===== src/rtl/instr_fetch.sv =====
// Instruction-fetch stage: one outstanding imem read per accepted PC, results
// (or misaligned-PC faults) queued toward decode through a small circular FIFO.
module instr_fetch #(
  parameter int FIFO_DEPTH = 2
) (
  input  logic        clk,
  input  logic        rst,
  input  logic [31:0] pc_in,
  input  logic        pc_valid,
  output logic        pc_ready,
  input  logic        flush,
  output logic        imem_req,
  output logic [31:0] imem_addr,
  input  logic        imem_rvalid,
  input  logic [31:0] imem_rdata,
  output logic        if_valid,
  input  logic        if_ready,
  output logic [31:0] if_pc,
  output logic [31:0] if_instr,
  output logic        if_fault
);

  localparam int AW = $clog2(FIFO_DEPTH);
  localparam logic [AW:0]   DEPTH_C    = (AW + 1)'(FIFO_DEPTH);
  localparam logic [AW:0]   CNT_ONE_C  = (AW + 1)'(1);
  localparam logic [AW:0]   CNT_ZERO_C = (AW + 1)'(0);
  localparam logic [AW-1:0] PTR_ONE_C  = AW'(1);
  localparam logic [AW-1:0] PTR_ZERO_C = AW'(0);

  typedef enum logic [1:0] {
    IDLE = 2'd0,
    WAIT = 2'd1,
    DROP = 2'd2
  } state_e;

  state_e          state_q, state_d;
  logic [AW:0]     count_q, count_d;
  logic [AW-1:0]   wr_ptr_q, wr_ptr_d;
  logic [AW-1:0]   rd_ptr_q, rd_ptr_d;
  logic [31:0]     req_pc_q, req_pc_d;

  logic [31:0]     fifo_pc_q    [FIFO_DEPTH];
  logic [31:0]     fifo_instr_q [FIFO_DEPTH];
  logic            fifo_fault_q [FIFO_DEPTH];

  logic            accept_s;
  logic            aligned_s;
  logic            push_s;
  logic            pop_s;
  logic [31:0]     push_pc_s;
  logic [31:0]     push_instr_s;
  logic            push_fault_s;

  // State, occupancy, pointers and the in-flight request PC.
  always_ff @(posedge clk) begin
    if (rst) begin
      state_q  <= IDLE;
      count_q  <= CNT_ZERO_C;
      wr_ptr_q <= PTR_ZERO_C;
      rd_ptr_q <= PTR_ZERO_C;
      req_pc_q <= 32'h0;
    end else begin
      state_q  <= state_d;
      count_q  <= count_d;
      wr_ptr_q <= wr_ptr_d;
      rd_ptr_q <= rd_ptr_d;
      req_pc_q <= req_pc_d;
    end
  end

  // FIFO storage; contents past the head are never observed, so no reset.
  always_ff @(posedge clk) begin
    if (push_s) begin
      fifo_pc_q[wr_ptr_q]    <= push_pc_s;
      fifo_instr_q[wr_ptr_q] <= push_instr_s;
      fifo_fault_q[wr_ptr_q] <= push_fault_s;
    end
  end

  // Next-state logic; an rvalid always retires the outstanding request.
  always_comb begin
    state_d = state_q;
    case (state_q)
      IDLE: begin
        if (accept_s && aligned_s) state_d = WAIT;
        else                       state_d = IDLE;
      end
      WAIT: begin
        if (imem_rvalid) state_d = IDLE;
        else if (flush)  state_d = DROP;
        else             state_d = WAIT;
      end
      DROP: begin
        if (imem_rvalid) state_d = IDLE;
        else             state_d = DROP;
      end
      default: state_d = IDLE;
    endcase
  end

  // Push/pop decisions and FIFO bookkeeping; flush overrides any push.
  always_comb begin
    aligned_s    = (pc_in[1:0] == 2'b00);
    accept_s     = pc_valid && pc_ready;
    pop_s        = if_valid && if_ready;
    push_s       = 1'b0;
    push_pc_s    = 32'h0;
    push_instr_s = 32'h0;
    push_fault_s = 1'b0;
    req_pc_d     = req_pc_q;
    if ((state_q == IDLE) && accept_s && !aligned_s) begin
      push_s       = !flush;
      push_pc_s    = pc_in;
      push_fault_s = 1'b1;
    end else if ((state_q == WAIT) && imem_rvalid) begin
      push_s       = !flush;
      push_pc_s    = req_pc_q;
      push_instr_s = imem_rdata;
    end else begin
      push_s       = 1'b0;
    end
    if (accept_s && aligned_s) req_pc_d = pc_in;
    else                       req_pc_d = req_pc_q;

    if (flush) begin
      count_d  = CNT_ZERO_C;
      wr_ptr_d = PTR_ZERO_C;
      rd_ptr_d = PTR_ZERO_C;
    end else begin
      case ({push_s, pop_s})
        2'b10:   count_d = count_q + CNT_ONE_C;
        2'b01:   count_d = count_q - CNT_ONE_C;
        default: count_d = count_q;
      endcase
      if (push_s) wr_ptr_d = wr_ptr_q + PTR_ONE_C;
      else        wr_ptr_d = wr_ptr_q;
      if (pop_s)  rd_ptr_d = rd_ptr_q + PTR_ONE_C;
      else        rd_ptr_d = rd_ptr_q;
    end
  end

  // Outputs: handshake and request are combinational, decode side reads the head.
  always_comb begin
    pc_ready  = (state_q == IDLE) && !flush && (count_q < DEPTH_C);
    imem_req  = 1'b0;
    imem_addr = 32'h0;
    if ((state_q == IDLE) && pc_valid && pc_ready && (pc_in[1:0] == 2'b00)) begin
      imem_req  = 1'b1;
      imem_addr = pc_in;
    end else begin
      imem_req  = 1'b0;
      imem_addr = 32'h0;
    end
    if_valid = (count_q != CNT_ZERO_C);
    if (if_valid) begin
      if_pc    = fifo_pc_q[rd_ptr_q];
      if_instr = fifo_instr_q[rd_ptr_q];
      if_fault = fifo_fault_q[rd_ptr_q];
    end else begin
      if_pc    = 32'h0;
      if_instr = 32'h0;
      if_fault = 1'b0;
    end
  end

endmodule


===== config.mk =====
export PLATFORM = sky130hd
export DESIGN_NAME = instr_fetch
export DESIGN_NICKNAME = d
export VERILOG_FILES = /design/src/rtl/instr_fetch.sv
export SDC_FILE = /design/constraint.sdc
export NUM_CORES = 1
export LEC_CHECK = 0
export CORE_ASPECT_RATIO = 2
export CORE_UTILIZATION = 33
export CTS_CLUSTER_DIAMETER = 100
export CTS_CLUSTER_SIZE = 14
export DETAILED_ROUTE_END_ITERATION = 7
export PLACE_DENSITY_LB_ADDON = 0.05
export SLEW_MARGIN = 20
export SYNTH_ARGS = -nofsm -noshare
export SYNTH_HDL_FRONTEND = slang
export SYNTH_SLANG_ARGS = --single-unit

===== constraint.sdc =====
create_clock -name clk -period 19.19 [get_ports clk]
set_input_delay 3.838 -clock clk [delete_from_list [all_inputs] [get_ports clk]]
set_output_delay 3.838 -clock clk [all_outputs]
set_load 0.02 [all_outputs]

# == Word level (Yosys, flattened, before mapping) ==
# Memory sizes are Yosys's and may differ from the RTL's. A register that Yosys moved wholly into a read port is not among the register bits.
# Cells that the tools add are included.
# word_totals
memories,3
elab_cells,61
ram_bits,130
in_bits,70
regBits,38
out_inout_bits,100
# memory_table
name,words,word_bits,read_ports,rd_ports_with_merged_regs,wr,line_no,rtl
fifo_instr_q,2,32,1,1,1,43,logic [31:0] fifo_instr_q [FIFO_DEPTH];
fifo_pc_q,2,32,1,1,1,42,logic [31:0] fifo_pc_q [FIFO_DEPTH];
fifo_fault_q,2,1,1,1,1,44,logic fifo_fault_q [FIFO_DEPTH];
# classes
magnitude_cmp,1
add_sub_neg,4
muxes,26
n_eq_ne,4
reduce_logical,18
# op_table
cell,n
$mux W32,7
$mux W1,14
$logic_and A1 B1 Y1,11
$mux W2,3
$pmux W2 S3,1
$eq A2 B1 Y1 const B,2
$eq A2 B2 Y1 const B,2
$logic_not A2 Y1,2
$pmux W2 S2,1
$reduce_bool A2 Y1,2
$add A1 B1 Y1 const B,2
$add A2 B1 Y2 const B,1
$logic_not A1 Y1,2
$lt A2 B2 Y1 const B,1
$reduce_or A2 Y1,1
$sub A2 B1 Y2 const B,1

# == Depth between registers and ports, before layout ==
# depth
ltp_word,9
mapped_depth,8
mapped_depth_nobuf,7

# == Worst setup path before layout ==
# No wires, ideal clock.
# synth_timing
path_type,input port to flip-flop
startpoint,in flush
endpoint,"mem fifo_fault_q[0], enable pin"
t_arrival_ns,9.148
required_time_ns,18.622
path_stages,4
n_path_buf,1
setup_slack_ns,9.474
setup_ns,0.568
cell_sequence,or4_4 > buf_6 > o21ba_2 > nor3_1
# synth_between
elab_chain_cells,9
word_cells_on_any_way,10
classes_between,mux: 4; reduce/logical: 6
# synth_lines
element,line_no,rtl
from (decl),11,"input logic flush,"
$logic_not A1 Y1 *,"112, 116, 144",
$logic_and A1 B1 Y1 (2 in series),144,pc_ready = (state_q == IDLE) && !flush && (count_q < DEPTH_C);
$logic_and A1 B1 Y1,104,accept_s = pc_valid && pc_ready;
$logic_and A1 B1 Y1 (2 in series),111,if ((state_q == IDLE) && accept_s && !aligned_s) begin
$mux W1 *,111,
$mux W1 *,73,if (push_s) begin
$mux W1 (not written as such) *,76,fifo_fault_q[wr_ptr_q] <= push_fault_s;
to (decl),44,
# Every way passes the cells marked *; elsewhere a longest branch is shown, timed or not.

# == Final worst setup path ==
# layout_timing
startpoint,in flush
endpoint,out imem_addr[20]
# layout_between
elab_chain_cells,6
# layout_lines
element,line_no,rtl
$logic_not A1 Y1,144,
$logic_and A1 B1 Y1 (2 in series),144,
$logic_and A1 B1 Y1 (2 in series),147,if ((state_q == IDLE) && pc_valid && pc_ready && (pc_in[1:0] == 2'b00)) begin
$mux W32,147,
to (decl),13,"output logic [31:0] imem_addr,"
# No other way between the ends.

==> flow_summary.ini <==
[status]
status = finished clean

[critical_path]
cpPeakStageDelay_ps = 830
cp.required_ps = 15350
crit_type = in -> out
r2r_slack_ps = 15760
critPathMaxFanout = 34
r2r-start = count_q[1]$_SDFFE_PP0P_
setup.worst_path.end_class = primary output
crit_path_top_delay_cell = or4_4
cp_top_family = buffers and inverters
path_buf_inv = 4
cp_cell_sequence = clkdlybuf4s50_1 > or4_4 > clkinv_4 > nand3_1 > inv_1 > clkdlybuf4s50_1
r2r_end = fifo_instr_q[1][29]$_DFFE_PP_
cp_common_cell = clkdlybuf4s50_1
start_kind = input port
arrival_ps = 6510
rr_worst_depth = 4

[route]
drcViolationCount = 0
first_pass_iters = 4
wl_mm = 17.8
via_per_inst = 4.82
num_vias = 4831
ant_nets = 0
wl_per_cell_um = 17.8
drt_iter0_drc = 203

[synthesis]
synth_edf_count = 130
synth_area_sq_um = 7180
synth.cells.most_frequent = 130 x edfxtp_1, 69 x nor2_1, 66 x mux2i_1, 39 x dfxtp_1, 33 x o21ai_0
synthCells = 566
synth_cell_type_count = 38
ys_async_sr_fraction_pct = 0
yosys_warnings = 0
synth.most_common_cell = edfxtp_1
yosysTopAreaCell = edfxtp_1
ys.flop_type = edfxtp_1
yosys-top-cells-area = edfxtp_1 54%, dfxtp_1 11%, mux2i_1 9.2%
yosysTopAreaCellShare_pct = 54.4
avgSynthCellArea_sq_um = 12.7
synth_seq_cells = 169
ys_seq_area_share_pct = 65.3

[cells_and_area]
ff_latch_area_sq_um = 4690
final_nets = 788
fill_cells = 2074
antenna_cells = 0
layout-drive-gt1-share_pct = 7.53
multi_input_area_sq_um = 2150
area_growth_pct = 34.1

[timing]
slew_headroom_pct = 32.9
period_needed_ps = 10350
fin_setup_tns_ps = 0
worst_slew_pin_slew_ps = 1010
setup_viol = 0
rsz0062_at_grt = no
fmax_mhz = 96.6
final_max_slew_viol_count = 0
post-route-period-util_pct = 53.9
fin_skew_ps = 6.37
hold_violations = 0
timing.hold.ws_ps = 475

[clocking]
clkLatencyLatePin_ps = 430
cts.sinks = 169
clk_pin_slew_worst_paths_ps = 60
cts_buffers = 17
hold_buffers = 0
cts_root_buf = clkbuf_16
htreeDepth = 4
cts_buffer_depth = 2
post_cts_buffers = 0
cts_tree = built
cts_resized = 0

[flow_run]
maxCapViolations = 0

[pwr]
leakage_nw = 3.43
power.density_nw_per_um2 = 81.4
peakVddDrop_uv = 65.5

[global_route]
antenna_found_initial = 0
overflow = 0
grt_pass1_wl_mm = 27.7
grt_pass1_vias = 5131
grt_max_degree = 65
track_usage_pct = 16.7

[floorplan]
fp.dieW_um = 106
pin_count = 170
start_util_pct = 33.5
rows = 76
core_sq_um = 21400
die_area_sq_um = 22400
dieHeight_um = 211

[min_path]
hold_path.class = reg -> reg
holdPathEnd = req_pc_q[28]$_SDFFE_PP0P_
hp-start = req_pc_q[28]$_SDFFE_PP0P_
whs_path_depth = 2

[placed_design]
place_hpwl_mm = 11.2
io_buffers = 167
gp_congestion = 0.771
stage by stage:
stage          setup WS, ps  power, mW  instances  utilization [%]  instance area (sq um)
4_1_cts                8830      0.795       1003             45.0                   9630
3_5_place_dp           8840      0.456        971             42.2                   9040
5_1_grt                8690      0.812       1003             45.0                   9630
3_3_place_gp           8890      0.456        971             42.2                   9040
6_report               8840      0.784       1003             45.0                   9630
2_1_floorplan          9470      0.430        567                -                   7180
sequential cells by signal (all words and copies together) (netlist names), named ones only:
| register | cells |
|---|---|
| req_pc_q | 32 |
| state_q | 2 |
| rd_ptr_q | 1 |
| wr_ptr_q | 1 |
| count_q | 2 |
| fifo_fault_q | 2 |
| fifo_instr_q | 64 |
| fifo_pc_q | 64 |
placed cells by master, fill, tap and decap left out, types with 2 or more instances in the layout:
cell type	Yosys	final
conb_1	1	2
nor2_4	1	2
clkbuf_16	0	19
clkinvlp_4	0	4
clkinv_4	1	2
clkbuf_1	28	2
nand3_2	8	8
or3_1	2	2
nor3b_1	3	2
mux2i_1	66	66
nand3_1	22	22
xor2_1	2	2
o21ai_0	33	33
inv_1	32	32
and2_1	32	32
dfxtp_1	39	38
clkdlybuf4s50_1	0	167
a21oi_1	30	30
nor2_1	69	68
buf_4	2	8
a32o_1	2	2
a22o_1	30	30
nor3_1	5	4
edfxtp_1	130	130
clkinv_1	0	2
layer usage:
layer  vias up  wire, um  share of wire, %  global-route usage [%]
met1      2364      6550                37                    16.2
met3        17       779               4.4                    4.27
met2       122     10100                57                    32.5
met4         0       349               2.0                    6.70
met5         -         0                 0                       0
li1       2328         -                 -                       -
final cells by class:
| type | instances | share of cell area (%) |
|---|---|---|
| repair buffers | 175 | 18.0 |
| clock inverters | 10 | 0.936 |
| clock buffers | 22 | 5.16 |
| multi-input cells | 321 | 22.3 |
| flip-flops and latches | 169 | 48.7 |
| well taps | 273 | 3.55 |
| inverters | 33 | 1.34 |
worst register-to-register path, cell delays in order (launching register included):
cell     delay, ps
dfxtp_1        370
or4_4          780
o21ba_2        350
nor3b_4        820
buf_4          720
how the worst max path moves through the flow:
stage / end / cells past startpoint / slack [ps] / start
4_1_cts: imem_addr[20] / 6 / 8830 / flush
3_5_place_dp: imem_addr[20] / 6 / 8840 / flush
2_1_floorplan: fifo_fault_q[0]$_DFFE_PP_ / 4 / 9470 / flush
3_3_place_gp: imem_addr[19] / 6 / 8890 / flush
5_1_grt: imem_addr[6] / 6 / 8690 / flush
6_report: imem_addr[20] / 6 / 8840 / flush
power breakdown:
part | leakage (nW) | switching [mW] | internal [mW] | total, mW
Sequential | 1.68 | 0.00147 | 0.396 | 0.397
Clock | 0.274 | 0.139 | 0.197 | 0.336
Combinational | 1.47 | 0.0268 | 0.0237 | 0.0505
Total | 3.43 | 0.167 | 0.616 | 0.784
kinds of logic (layout without fill, tap and decap cells):
kind of cell / Yosys count / in the layout / synth area share (%)
multiplexers: 66 / 66 / 9.21
adder cells (fa/ha/maj): 1 / 1 / 0.174
XOR/XNOR: 3 / 3 / 0.366
buffers and inverters: 77 / 240 / 5.18
flip-flops: 169 / 169 / 65.3
AO/OA/AOI/OAI: 99 / 99 / 8.79
AND/OR/NAND/NOR: 150 / 150 / 11.0
other: 1 / 2 / 0.0523
Note: power is estimated with default switching activity, not from simulation.
